==> config.mk <==
export PLATFORM = sky130hd
export DESIGN_NAME = muldiv_sequencer_flat
export DESIGN_NICKNAME = d
export VERILOG_FILES = /design/src/rtl/muldiv_sequencer_if.sv /design/src/rtl/muldiv_sequencer.sv /design/src/flat_wrapper.sv
export SDC_FILE = /design/constraint.sdc
export NUM_CORES = 1
export LEC_CHECK = 0
export CORE_MARGIN = 1
export CORE_UTILIZATION = 55
export DETAILED_ROUTE_END_ITERATION = 8
export GPL_TIMING_DRIVEN = 0
export PLACE_DENSITY = 0.77
export RECOVER_POWER = 100
export SYNTH_ARGS = -nofsm -noshare
export SYNTH_HDL_FRONTEND = slang
export SYNTH_SLANG_ARGS = --single-unit
export TNS_END_PERCENT = 10
==> constraint.sdc <==
create_clock -name clk -period 4.2 [get_ports clk]
set_input_delay 0.42 -clock clk [delete_from_list [all_inputs] [get_ports clk]]
set_output_delay 0.42 -clock clk [all_outputs]
set_load 0.01 [all_outputs]
==> src/rtl/muldiv_sequencer_if.sv <==
// Decode-side bundle for the HI/LO multiply/divide sequencer.
// Decode drives the request fields and reads back HI/LO, stall and completion status.
interface muldiv_sequencer_if #(
  parameter int WIDTH = 32
);
  logic             start;
  logic [1:0]       op;
  logic [WIDTH-1:0] a;
  logic [WIDTH-1:0] b;
  logic [WIDTH-1:0] hi;
  logic [WIDTH-1:0] lo;
  logic             stall;
  logic             done;
  logic             div_by_zero;

  modport master (
    output start, op, a, b,
    input  hi, lo, stall, done, div_by_zero
  );

  modport slave (
    input  start, op, a, b,
    output hi, lo, stall, done, div_by_zero
  );
endinterface

==> src/rtl/muldiv_sequencer.sv <==
// Iterative unsigned MULTU/DIVU sequencer with architectural HI/LO and MTHI/MTLO writes.
// MULTU/DIVU: WIDTH+2 cycles with stall high WIDTH+1 of them; MTHI/MTLO: 0 cycles, no stall.
module muldiv_sequencer #(
  parameter int WIDTH = 32
) (
  input  logic             clk,
  input  logic             rst_n,
  muldiv_sequencer_if.slave bus
);

  typedef enum logic [1:0] {
    IDLE = 2'd0,
    RUN  = 2'd1,
    DONE = 2'd2
  } state_t;

  state_t state, state_nxt;

  logic [WIDTH-1:0]   hi_q, lo_q;
  logic [WIDTH-1:0]   opa;      // multiplicand, or dividend shifting into quotient
  logic [WIDTH-1:0]   opb;      // multiplier (shifted right), or divisor
  logic               is_div;
  logic [2*WIDTH-1:0] acc;
  logic [WIDTH-1:0]   rem;
  logic [5:0]         cnt;

  logic accept, mt_write, last;

  logic [WIDTH:0]     mul_sum;
  logic [2*WIDTH-1:0] mul_nxt;
  logic [WIDTH:0]     div_shift;
  logic [WIDTH-1:0]   div_diff;
  logic               div_ge;
  logic [WIDTH-1:0]   rem_nxt;
  logic [WIDTH-1:0]   quo_nxt;

  assign accept   = (state == IDLE) && bus.start && !bus.op[1];
  assign mt_write = (state == IDLE) && bus.start &&  bus.op[1];
  assign last     = (cnt == 6'(WIDTH - 1));

  // Shift-add: the product's low bits enter the accumulator from the top, so after
  // WIDTH steps acc holds the full product without ever shifting the multiplicand.
  always_comb begin
    mul_sum = {1'b0, acc[2*WIDTH-1:WIDTH]} + {1'b0, (opb[0] ? opa : {WIDTH{1'b0}})};
    mul_nxt = {mul_sum, acc[WIDTH-1:1]};
  end

  // Restoring step; the kept remainder is always below the divisor, so WIDTH bits suffice.
  always_comb begin
    div_shift = {rem, opa[WIDTH-1]};
    div_ge    = (div_shift >= {1'b0, opb});
    div_diff  = div_shift[WIDTH-1:0] - opb;
    rem_nxt   = div_ge ? div_diff : div_shift[WIDTH-1:0];
    quo_nxt   = {opa[WIDTH-2:0], div_ge};
  end

  always_ff @(posedge clk) begin
    if (!rst_n) begin
      state <= IDLE;
    end else begin
      state <= state_nxt;
    end
  end

  always_comb begin
    state_nxt = state;
    case (state)
      IDLE:    if (accept) state_nxt = RUN;
      RUN:     if (last)   state_nxt = DONE;
      DONE:    state_nxt = IDLE;
      default: state_nxt = IDLE;
    endcase
  end

  always_comb begin
    bus.stall       = accept || (state == RUN);
    bus.done        = (state == DONE);
    bus.div_by_zero = (state == DONE) && is_div && (opb == '0);
  end

  always_ff @(posedge clk) begin
    if (!rst_n) begin
      hi_q   <= '0;
      lo_q   <= '0;
      opa    <= '0;
      opb    <= '0;
      is_div <= 1'b0;
      acc    <= '0;
      rem    <= '0;
      cnt    <= '0;
    end else begin
      if (mt_write) begin
        if (bus.op[0]) lo_q <= bus.a;
        else           hi_q <= bus.a;
      end
      if (accept) begin
        opa    <= bus.a;
        opb    <= bus.b;
        is_div <= bus.op[0];
        acc    <= '0;
        rem    <= '0;
        cnt    <= '0;
      end else if (state == RUN) begin
        cnt <= cnt + 6'd1;
        if (is_div) begin
          rem <= rem_nxt;
          opa <= quo_nxt;
          if (last) begin
            lo_q <= quo_nxt;
            hi_q <= rem_nxt;
          end
        end else begin
          acc <= mul_nxt;
          opb <= opb >> 1;
          if (last) {hi_q, lo_q} <= mul_nxt;
        end
      end
    end
  end

  assign bus.hi = hi_q;
  assign bus.lo = lo_q;

endmodule

==> src/flat_wrapper.sv <==
// flat-port wrapper written by rule: the top's interface ports become plain ports
module muldiv_sequencer_flat 
#(
  parameter int WIDTH = 32
)
  (clk, rst_n, bus_start, bus_op, bus_a, bus_b, bus_hi, bus_lo, bus_stall, bus_done, bus_div_by_zero);
  muldiv_sequencer_if #(.WIDTH(WIDTH)) bus_i ();
  input  logic clk;
  input  logic rst_n;
  input wire logic [$bits(bus_i.start)-1:0] bus_start;
  input wire logic [$bits(bus_i.op)-1:0] bus_op;
  input wire logic [$bits(bus_i.a)-1:0] bus_a;
  input wire logic [$bits(bus_i.b)-1:0] bus_b;
  output wire logic [$bits(bus_i.hi)-1:0] bus_hi;
  output wire logic [$bits(bus_i.lo)-1:0] bus_lo;
  output wire logic [$bits(bus_i.stall)-1:0] bus_stall;
  output wire logic [$bits(bus_i.done)-1:0] bus_done;
  output wire logic [$bits(bus_i.div_by_zero)-1:0] bus_div_by_zero;
  assign bus_i.start = bus_start;
  assign bus_i.op = bus_op;
  assign bus_i.a = bus_a;
  assign bus_i.b = bus_b;
  assign bus_hi = bus_i.hi;
  assign bus_lo = bus_i.lo;
  assign bus_stall = bus_i.stall;
  assign bus_done = bus_i.done;
  assign bus_div_by_zero = bus_i.div_by_zero;
  muldiv_sequencer #(.WIDTH(WIDTH)) u_core (.clk(clk), .rst_n(rst_n), .bus(bus_i));
endmodule
# Word-level counts from Yosys, hierarchy flattened

Cells that the tools add are included.

Bits in registers: 233
Bits in latches: 0
RAM bits: 0
Bits in read-only memories: 0
Input port bits: 69
Output and inout port bits: 67
Memories: 0

$add $sub $neg: 3
$mul: 0
Div/mod/pow operators: 0
$lt $le $gt $ge: 1
Equal/unequal tests: 6
Shift-type cells: 0
Mux-type cells: 25
Bitwise operators: 2
Reduce and logical (&&, ||, !) cells: 17

Operators by type and width:

| operator                                                        | count |
|---|---|
| 32-bit two-way mux                                              | 22 |
| 32-bit by 32-bit adder with 33-bit output                       | 1 |
| 33-bit by 32-bit >= comparator with 1-bit output                | 1 |
| 32-bit zero test                                                | 1 |
| 32-bit subtractor                                               | 1 |
| 2-bit AND reduction                                             | 5 |
| 6-bit by 1-bit adder with 6-bit output, second input constant   | 1 |
| 6-bit by 5-bit == test with 1-bit output, second input constant | 1 |
| 1-bit logical AND                                               | 5 |
| 2-bit two-way mux                                               | 2 |
| 2-bit by 1-bit != test with 1-bit output, second input constant | 2 |
| 2-bit one-hot mux with 2 select lines                           | 1 |
| 2-bit nonzero test                                              | 2 |
| 2-bit by 1-bit == test with 1-bit output, second input constant | 1 |
| 2-bit == test, second input constant                            | 1 |
| 2-bit zero test                                                 | 1 |
| 2-bit != test, second input constant                            | 1 |
| 1-bit NOT                                                       | 2 |
| 2-bit OR reduction                                              | 1 |
| 1-bit zero test                                                 | 1 |
| 1-bit logical OR                                                | 1 |

# Depth between registers and ports, before layout

Gate-level depths: netlist (run 1).

Depth in word-level cells: 8
Depth in mapped cells: 15
Gate-level depth less buffers: 14

# Least setup slack after synthesis (run 1)

No wires, ideal clock.

Kind: register to register
From: register u_core.opb[20]
To: register u_core.hi_q[16], in the netlist u_core.bus.hi[16]
Library setup time: 0.137 ns
Data arrival time: 3.374 ns
Required time: 4.063 ns
Slack: 0.689 ns
Cell stages (with the launch flop): 16
Period minus slack after synthesis: 3.511 ns
Path through: dfxtp_1 > inv_1 > ha_1 > buf_6 > and3_1 > and2_0 > a221o_1 > or4_1 > a311oi_2 > nor4b_2 > or2_1 > buf_2 > buf_6 > mux2_1 > o22ai_1 > a211oi_1

Cells in the longest elaborated chain, start to end: 6

Ends and longest elaborated chain:

| item                                             | RTL line                | text |
|---|---|---|
| start: declaration                               | muldiv_sequencer.sv:21  | `logic [WIDTH-1:0] opb;` |
| start signal: assignment                         | muldiv_sequencer.sv:98  | `opb <= bus.b;` |
| start signal: assignment                         | muldiv_sequencer.sv:114 | `opb <= opb >> 1;` |
| 33-bit by 32-bit >= comparator with 1-bit output | muldiv_sequencer.sv:51  | `div_ge = (div_shift >= {1'b0, opb});` |
| 32-bit two-way mux                               | muldiv_sequencer.sv:53  | `rem_nxt = div_ge ? div_diff : div_shift[WIDTH-1:0];` |
| 32-bit two-way mux                               | muldiv_sequencer.sv:108 | `if (last) begin` |
| 32-bit two-way mux                               | muldiv_sequencer.sv:105 | `if (is_div) begin` |
| 32-bit two-way mux                               | muldiv_sequencer.sv:103 | `end else if (state == RUN) begin` |
| 32-bit two-way mux                               | muldiv_sequencer.sv:96  | `if (accept) begin` |
| end signal: assignment                           | muldiv_sequencer.sv:94  | `else hi_q <= bus.a;` |
| end signal: assignment                           | muldiv_sequencer.sv:110 | `hi_q <= rem_nxt;` |
| end signal: assignment                           | muldiv_sequencer.sv:115 | `if (last) {hi_q, lo_q} <= mul_nxt;` |
| end: declaration                                 | muldiv_sequencer.sv:19  | `logic [WIDTH-1:0] hi_q, lo_q;` |

Every way passes these cells.
A chain may end at the register's enable or synchronous reset.

# Worst setup path in the final report (run 1)

From: register u_core.opb[18]
To: register u_core.hi_q[18], in the netlist u_core.bus.hi[18]

Cells in the longest elaborated chain, start to end: 6
Elaborated cells between the ends (all ways): 7
Classes of those cells: add/sub: 1; order compare: 1; mux: 5

Ends and longest elaborated chain:

| item                                                                                  | RTL line |
|---|---|
| 32-bit subtractor or 33-bit by 32-bit >= comparator with 1-bit output (tied branches) | muldiv_sequencer.sv:52, muldiv_sequencer.sv:51 |
| 32-bit two-way mux *                                                                  | muldiv_sequencer.sv:53 |
| 32-bit two-way mux *                                                                  | muldiv_sequencer.sv:108 |
| 32-bit two-way mux *                                                                  | muldiv_sequencer.sv:105 |
| 32-bit two-way mux *                                                                  | muldiv_sequencer.sv:103 |
| 32-bit two-way mux *                                                                  | muldiv_sequencer.sv:96 |

Every way passes the cells marked *; elsewhere a longest branch is shown, timed or not.

==> results of run 1 <==
## critical path: stages (launching register included)
cell and delay, ns:
dfxtp_1 0.37, inv_1 0.09, ha_1 0.27, buf_2 0.17
a21o_1 0.19, a21o_1 0.20, a221o_1 0.33, or4_1 0.53
a311oi_4 0.32, nor4b_4 0.15, or2_1 0.24, buf_2 0.15
buf_6 0.17, mux2i_1 0.44, o21ai_0 0.22, and3_1 0.22
## timing repair
item	4_1_cts	5_1_grt
hold buffers	0	0
setup buffers	0	3
resized for setup	8	15
setup endpoints to repair	14	39
pin swaps	0	3
cloned	0	0
## placed cells by master (no fill, tap or decap), types with 5 or more instances in the layout
| master | synthesis | layout |
|---|---|---|
| nand2_1 | 220 | 220 |
| a21o_1 | 56 | 56 |
| xor2_1 | 26 | 25 |
| and2_1 | 34 | 34 |
| a21oi_1 | 210 | 207 |
| nor2b_1 | 40 | 40 |
| a311oi_1 | 5 | 5 |
| xnor2_1 | 30 | 30 |
| or2_2 | 6 | 6 |
| o211ai_1 | 5 | 5 |
| nand3_1 | 16 | 16 |
| inv_1 | 53 | 53 |
| clkdlybuf4s50_1 | 0 | 69 |
| or3_1 | 6 | 6 |
| nand2b_1 | 5 | 5 |
| clkbuf_1 | 97 | 105 |
| o31ai_1 | 6 | 5 |
| o21ai_0 | 62 | 61 |
| dfxtp_1 | 232 | 231 |
| buf_1 | 13 | 10 |
| nor2_1 | 131 | 131 |
| o21bai_1 | 5 | 5 |
| a31oi_1 | 11 | 11 |
| nand4_1 | 14 | 14 |
| a211oi_1 | 107 | 106 |
| o21a_1 | 14 | 14 |
| nor3_1 | 23 | 23 |
| ha_1 | 66 | 66 |
| clkbuf_8 | 0 | 5 |
| mux2_1 | 7 | 7 |
| mux2i_1 | 76 | 73 |
| nor4_1 | 9 | 9 |
| a22oi_1 | 60 | 60 |
| and3_1 | 12 | 12 |
| dlygate4sd3_1 | 0 | 66 |
| clkbuf_16 | 0 | 26 |
## power by group
| part | leakage (uW) | internal [uW] | switching [uW] |
|---|---|---|---|
| Sequential | 0.00188 | 2260 | 72.1 |
| Combinational | 0.00439 | 433 | 717 |
| Clock | 0.000400 | 1280 | 978 |
## cell families after synthesis
family / count (synthesis) / share of synthesized area
AO/OA/AOI/OAI: 579 / 0.272
AND/OR/NAND/NOR: 525 / 0.174
flip-flops: 232 / 0.341
buffers and inverters: 171 / 0.0491
multiplexers: 86 / 0.0641
adder cells (fa/ha/maj): 68 / 0.0635
XOR/XNOR: 56 / 0.0360
## routing by layer
layer	up-vias	share of wire
li1	6515	-
met1	6597	0.39
met2	792	0.44
met3	188	0.096
met4	0	0.081
met5	-	0
## through the flow
stage | worst slack [ns] | hold WS [ns]
6_report | 0.0399 | 0.428
4_1_cts | -0.108 | 0.434
2_1_floorplan | 0.689 | 0.436
3_3_place_gp | -0.309 | 0.447
3_5_place_dp | -0.420 | 0.450
5_1_grt | -0.0553 | 0.456
## flip-flops by register name, summed over array words and instances, names as in the netlist
register,flops
u_core.bus.hi,32
u_core.state,2
u_core.bus.lo,32
u_core.acc,63
u_core.is_div,1
u_core.cnt,6
u_core.rem,32
u_core.opa,32
u_core.opb,32
## worst paths after layout
kind / end / depth (start not counted) / slack [ns]
setup / recovery: u_core.bus.hi[18]$_SDFF_PN0_ / 15 / 0.04
hold / removal: u_core.opb[31]$_SDFFE_PN0P_ / 3 / 0.43
setup reg to reg: u_core.bus.hi[18]$_SDFF_PN0_ / 15 / 0.04
hold reg to reg: u_core.acc[62]$_SDFFE_PP0P_ / 2 / 0.46
## area by class of cell
class                   instances  area [um^2]  share of cell area
clock buffers                  37          742              0.0454
inverters                      54          203              0.0124
well taps                     324          405              0.0248
clock inverters                 7         73.8             0.00452
flip-flops and latches        232         4650               0.284
multi-input cells            1314         8430               0.516
plain buffers                 117          468              0.0286
repair buffers                138         1370              0.0841
==> summary.md, run 1 <==
Via count of the first global-routing pass: 13275. The final critical-path share of the clock period was 0.991. The max-slew violation count is 0. The required time at the worst-slack endpoint came out at 4.65 ns. Counting I/O delays and the setup requirement, the final critical path takes 4.16 ns. The core box area is 24300 um^2, and the area growth from synthesis to final layout is 19.9%. The tools report the start point of the worst hold path as bus_b[31].

Setup violations remaining at the end of the flow were counted as 0. For the met3 demand-to-capacity share in global routing, the log shows 0.0742. The relative slew slack was 0.382; the cell area after synthesis was 13600 um^2. In this run the core area contains 57 standard-cell rows. The critical path starts at u_core.opb[18]$_SDFFE_PN0P_.

The tools report the beginning of the worst register-to-register path as u_core.opb[18]$_SDFFE_PN0P_. The share of flip-flops with an asynchronous set or reset after synthesis is 0. The number of H-tree branching levels was 1; the number of antenna repair diodes was 0. The fraction of final layout cells sized beyond drive strength 1 works out to 0.0405. Entering global routing, the biggest net connects 14 pins. After synthesis, the most frequently instantiated cells are 232 x dfxtp_1, 220 x nand2_1, 210 x a21oi_1. 136 I/O pins were placed. After the last flow step, the layout net total stands at 2020. Across the run, the number of max-cap violations was 0. TritonCTS built the clock tree. STA classifies the critical path startpoint as a flip-flop. The die covers 25400 um^2.

The clock buffer count from CTS was 26. STA classifies the critical path endpoint as a flip-flop. The met2 layer usage reported by global route was 0.610. The number of buffers added on ports is 135, and the area share of the largest cell type after synthesis is 0.341. For this design the ratio of total power to cell area is 352 nW/um^2. Detailed placement finished with a half-perimeter wire length of 39000 um. In this run the remaining antenna-violating nets after routing total 0. The detailed-route vias per instance is 6.34.

For the pin with the worst max-slew slack, the measured transition is 0.928 ns. The average size of a mapped cell was 7.94 um^2; the number of unique standard cell types used by synthesis was 64. The highest fanout seen on the critical path came out at 10.

The tools report the leakage component of the power as 0.00667 uW. The run gives 0 as the remaining global-route overflow. In the post-synthesis netlist, the cell with the most instances is dfxtp_1. For the highest attainable clock frequency, the log shows 0.240 GHz. In the final routed layout, each cell accounts on average for 23.0 um.

The register bit count reported by yosys is 232. The run finished with clean final reports. Routed wire length: 51200 um. The class of the worst hold path is in -> reg. Synthesis produced 1717 cells. Yosys mapped a number of flops with a built-in enable equal to 0. The most used flip-flop cell after synthesis is dfxtp_1. Summing all non-filler instances in the final layout gives an area of 16300 um^2.

The tree built by TritonCTS fans out to 232 sinks. For the aggregate global-route resource usage, the log shows 0.390. For the worst setup path, the data arrival time is 4.61 ns. For the end-of-flow core utilization, the log shows 0.672. Total power for the finished layout comes to 5750 uW.

The chip width is 159 um, and the height of the chip is 159 um. In the routed design, unresolved DRC markers number 0. The clock transition at the register clock pins on the worst setup and hold paths after CTS is 0.06 ns. Sorting the synthesized cells by area gives the leading types as dfxtp_1 34%, a21oi_1 7.7%, ha_1 6.1%. For the share of the yosys chip area belonging to registers, the log shows 0.341. The setup path with the least slack is of type reg -> reg. For the initial antenna violation count, the log shows 0. The starting DRC count in detailed routing came out at 1716. The post-synthesis net count came out at 1854.

The cell taking the most area after synthesis is dfxtp_1. Yosys printed 0 warnings. The placed cell count is 2176. Setup repair after global routing could not meet its margin everywhere.

Counting along the longest clock path gives a buffer depth of 3. The wire length of the first global-routing pass was 76500 um; the maximum ir drop on the vdd rail was 0.284 mV. Clock tree synthesis selected as its root buffer the cell clkbuf_16. The clock latency on the worst-skew pair is 0.55 ns, and the total negative setup slack is 0 ns. At the end of routability-driven placement, the weighted congestion stood at 1.02. The filler cells instantiated in the layout total 2084.

Detailed routing inserted a total of 14092 vias. Total placed instance area: 15400 um^2. The initial core utilization was 0.560; the final count of hold timing violations was 0.

The global-route met1 utilization is 0.481, and the count of non-filler cells in the finished layout is 2223. After global routing, the most crowded layer is met2. The tools report the number of iterations in the first detailed-routing pass as 6.

Clock skew on the completed layout was measured at 0.0105 ns.
(Power assumes the default switching activity.)
==> run 2: changes to the inputs <==
--- a/config.mk
+++ b/config.mk
@@ -7,10 +7,12 @@
 export LEC_CHECK = 0
 export CORE_MARGIN = 1
 export CORE_UTILIZATION = 55
+export CTS_CLUSTER_DIAMETER = 80
 export DETAILED_ROUTE_END_ITERATION = 8
 export GPL_TIMING_DRIVEN = 0
 export PLACE_DENSITY = 0.77
 export RECOVER_POWER = 100
+export SKIP_CTS_REPAIR_TIMING = 1
 export SYNTH_ARGS = -nofsm -noshare
 export SYNTH_HDL_FRONTEND = slang
 export SYNTH_SLANG_ARGS = --single-unit
==> run 2 against run 1 <==
Net effect:
- critical path type unchanged
- first-iteration DRC count is 3.9% lower
- power is 1.3% higher
- combinational power hardly changed
- largest cell class unchanged
- maximum frequency is 1.1% higher
- register-to-register slack better by 0.04 ns
- clock power is 3% higher
- global-route usage is 0.20 points lower
==> summary.md, run 2 (synthesis gave the netlist of run 1 again) <==
The die covers 25400 um^2. The fraction of final layout cells sized beyond drive strength 1 was 0.0447. Walking the worst path, the cells encountered are inv_1 > ha_1 > buf_2 > a21o_1 > a21o_1 > a221o_1 > or4_1 > a311oi_4 > nor4b_4 > or2_1 > buf_2 > buf_2 > a21oi_2 > a21oi_1 > a211oi_1. The tools report the post-DP HPWL as 39000 um.

In this run the static leakage power is 0.00668 uW. The run gives 0.674 as the end-of-flow core utilization. The tools report the initial core utilization as 0.560.

Setup repair after global routing could not meet its margin everywhere. The total DRC errors in the routed layout was 0; the number of H-tree branching levels was 1. The run gives 0.353 as the relative slew slack. The critical path is of the reg -> reg type.

Measured along the y axis, the die boundary spans 159 um. The final setup skew came out at 0.0169 ns. The smallest clock period supported by the final layout is computed as 4.12 ns. The net switching share of the total power works out to 0.309. Max-cap violations in this run came to 0. The maximum ir drop on the vdd rail came out at 0.283 mV.

At the pin with the least slew margin, the transition time is 0.971 ns. The aggregate global-route resource usage came out at 0.388. Most numerous cell on the critical path: buf_2.

The sequential fraction of design power came out at 0.402. The reported net switching power came out at 1790 uW. The final count of hold timing violations was 0; the fill cell total of the finished layout was 2086. The tools report the setup-violating endpoint count in the final report as 0. The tools report the core box area as 24300 um^2. Dividing total power by cell area gives a power density of 355 nW/um^2. Broken down by cell family, the worst path's largest delay share belongs to compound AO/OA/AOI/OAI gates. The wire length of the first global-routing pass is 76100 um, and the clock buffer count from CTS is 27. The relative contribution of combinational cells to total power is 0.200, and the number of sinks handled by clock tree synthesis is 232.

Number of buffers between clock root and the deepest sink: 3. The kind of start point of the critical path was a flip-flop. Counting both buffers and inverters, the worst setup path holds a total of 4. The number of antenna repair diodes was 0; the clock transition at the register clock pins on the worst setup and hold paths after CTS was 0.06 ns. The number of iterations in the first detailed-routing pass came out at 6. For the worst setup path, the data required time is 4.67 ns. Dividing the detail-routed via count by the number of cells gives 6.35. At the worst endpoint, the arrival time is 4.59 ns.

The final critical-path share of the clock period works out to 0.980. The run finished with clean final reports. Pin placement for this block handled 136 I/O pins.

TritonCTS built the clock tree. The run gives 0.243 GHz as the highest attainable clock frequency. For the clock power share, the log shows 0.399. Entering global routing, the biggest net connects 14 pins. Power comes to 5820 uW. The number of standard-cell rows in the floorplan was 57. The final route contains 14144 vias. Cell internal power was estimated by the tool at 4020 uW. For the final routed database, the setup TNS stands at 0 ns.

From left edge to right edge, the die measures 159 um. In the layout the commonest cells are 231 x dfxtp_1, 220 x nand2_1, 207 x a21oi_1. The maximum single-stage delay on the critical path was 0.53 ns; the net count reported at finish was 2018.

Once detail routing completed, the nets flagged for antenna violations numbered 0. Highest fanout seen on the critical path: 10. The nature of the critical path endpoint is a flip-flop. CTS placed an instance of clkbuf_16 at the clock tree root. Compared with the post-synthesis result, the final layout area differs by 20.3%.

The number of buffers added on ports came out at 135. The routed design has 51200 um of wire. The starting DRC count in detailed routing came out at 1649. After detailed routing, the average wire length per cell comes to 23.0 um. The remaining global-route overflow was 0. The run gives 13249 as the via count of the first global-routing pass. The register with the most flip-flops in the layout has 63 of them. The most flop-heavy register is u_core.acc.

The initial antenna violation count was 1. The congestion estimate from routability-driven global placement came to 1.02. The worst-path cell with the longest stage delay is or4_1.

Class of the worst hold path: in -> reg. Leaving out fill and tap cells, the most frequent cell in the layout is dfxtp_1. For the max-slew violation count, the log shows 0. Clock latency on the worst-skew pair, taken at its later pin, is 0.55 ns.
run 2: cell types whose count changed in the layout (fill, tap and decap cells not counted), sizes merged:
cell / previous run / this run
clkdlybuf4s50: 69 / 68
dlygate4sd3: 66 / 67
clkinvlp: 1 / 3
buf: 20 / 16
inv: 53 / 55
clkbuf: 137 / 140
run 2: layout make-up:
| cell class | instances | area, um^2 | area share |
|---|---|---|---|
| Multi-Input combinational cell | 1314 | 8460 | 0.516 |
| Sequential cell | 232 | 4650 | 0.283 |
| Inverter | 54 | 203 | 0.0124 |
| Tap cell | 324 | 405 | 0.0247 |
| Buffer | 117 | 468 | 0.0286 |
| Clock buffer | 39 | 761 | 0.0464 |
| Clock inverter | 11 | 95.1 | 0.00580 |
| Timing Repair Buffer | 135 | 1350 | 0.0825 |
run 2: power by group through the flow:
stage	logic (uW)	clock network (uW)	registers, uW
after global routing	1230	2410	2340
after global placement	1070	0	2380
after detailed placement	1070	0	2380
after floorplan	672	0	2360
after CTS	1090	2310	2330
final	1160	2320	2340
run 2: worst register-to-register path, cell delays in order, from the launching register on:
cell,delay (ns)
dfxtp_1,0.37
inv_1,0.10
ha_1,0.27
buf_2,0.17
a21o_1,0.19
a21o_1,0.20
a221o_1,0.32
or4_1,0.53
a311oi_4,0.35
nor4b_4,0.16
or2_1,0.25
buf_2,0.15
buf_2,0.24
a21oi_2,0.31
a21oi_1,0.19
a211oi_1,0.26
run 2: final timing paths:
kind	startpoint	endpoint	slack, ns	cells after the start
setup reg to reg	u_core.opb[18]$_SDFFE_PN0P_	u_core.bus.hi[14]$_SDFF_PN0_	0.08	15
hold / removal	bus_b[31]	u_core.opb[31]$_SDFFE_PN0P_	0.43	3
hold reg to reg	u_core.acc[62]$_SDFFE_PP0P_	u_core.acc[62]$_SDFFE_PP0P_	0.46	2
setup / recovery	u_core.opb[18]$_SDFFE_PN0P_	u_core.bus.hi[14]$_SDFF_PN0_	0.08	15
run 2: metal layers:
layer  track usage  routed length, um
met3        0.0597               4860
met1         0.483              19700
met4         0.292               4330
met5             0                 10
met2         0.607              22300
run 2: through the flow:
| stage | instances | hold slack [ns] | area (um^2) | worst slack [ns] |
|---|---|---|---|---|
| 3_5_place_dp | 2176 | 0.450 | 15400 | -0.420 |
| 5_1_grt | 2226 | 0.453 | 16400 | -0.0343 |
| 2_1_floorplan | 1717 | 0.436 | 13600 | 0.689 |
| 6_report | 2226 | 0.427 | 16400 | 0.0845 |
| 4_1_cts | 2226 | 0.430 | 16200 | -0.529 |
| 3_3_place_gp | 2176 | 0.447 | 15400 | -0.309 |
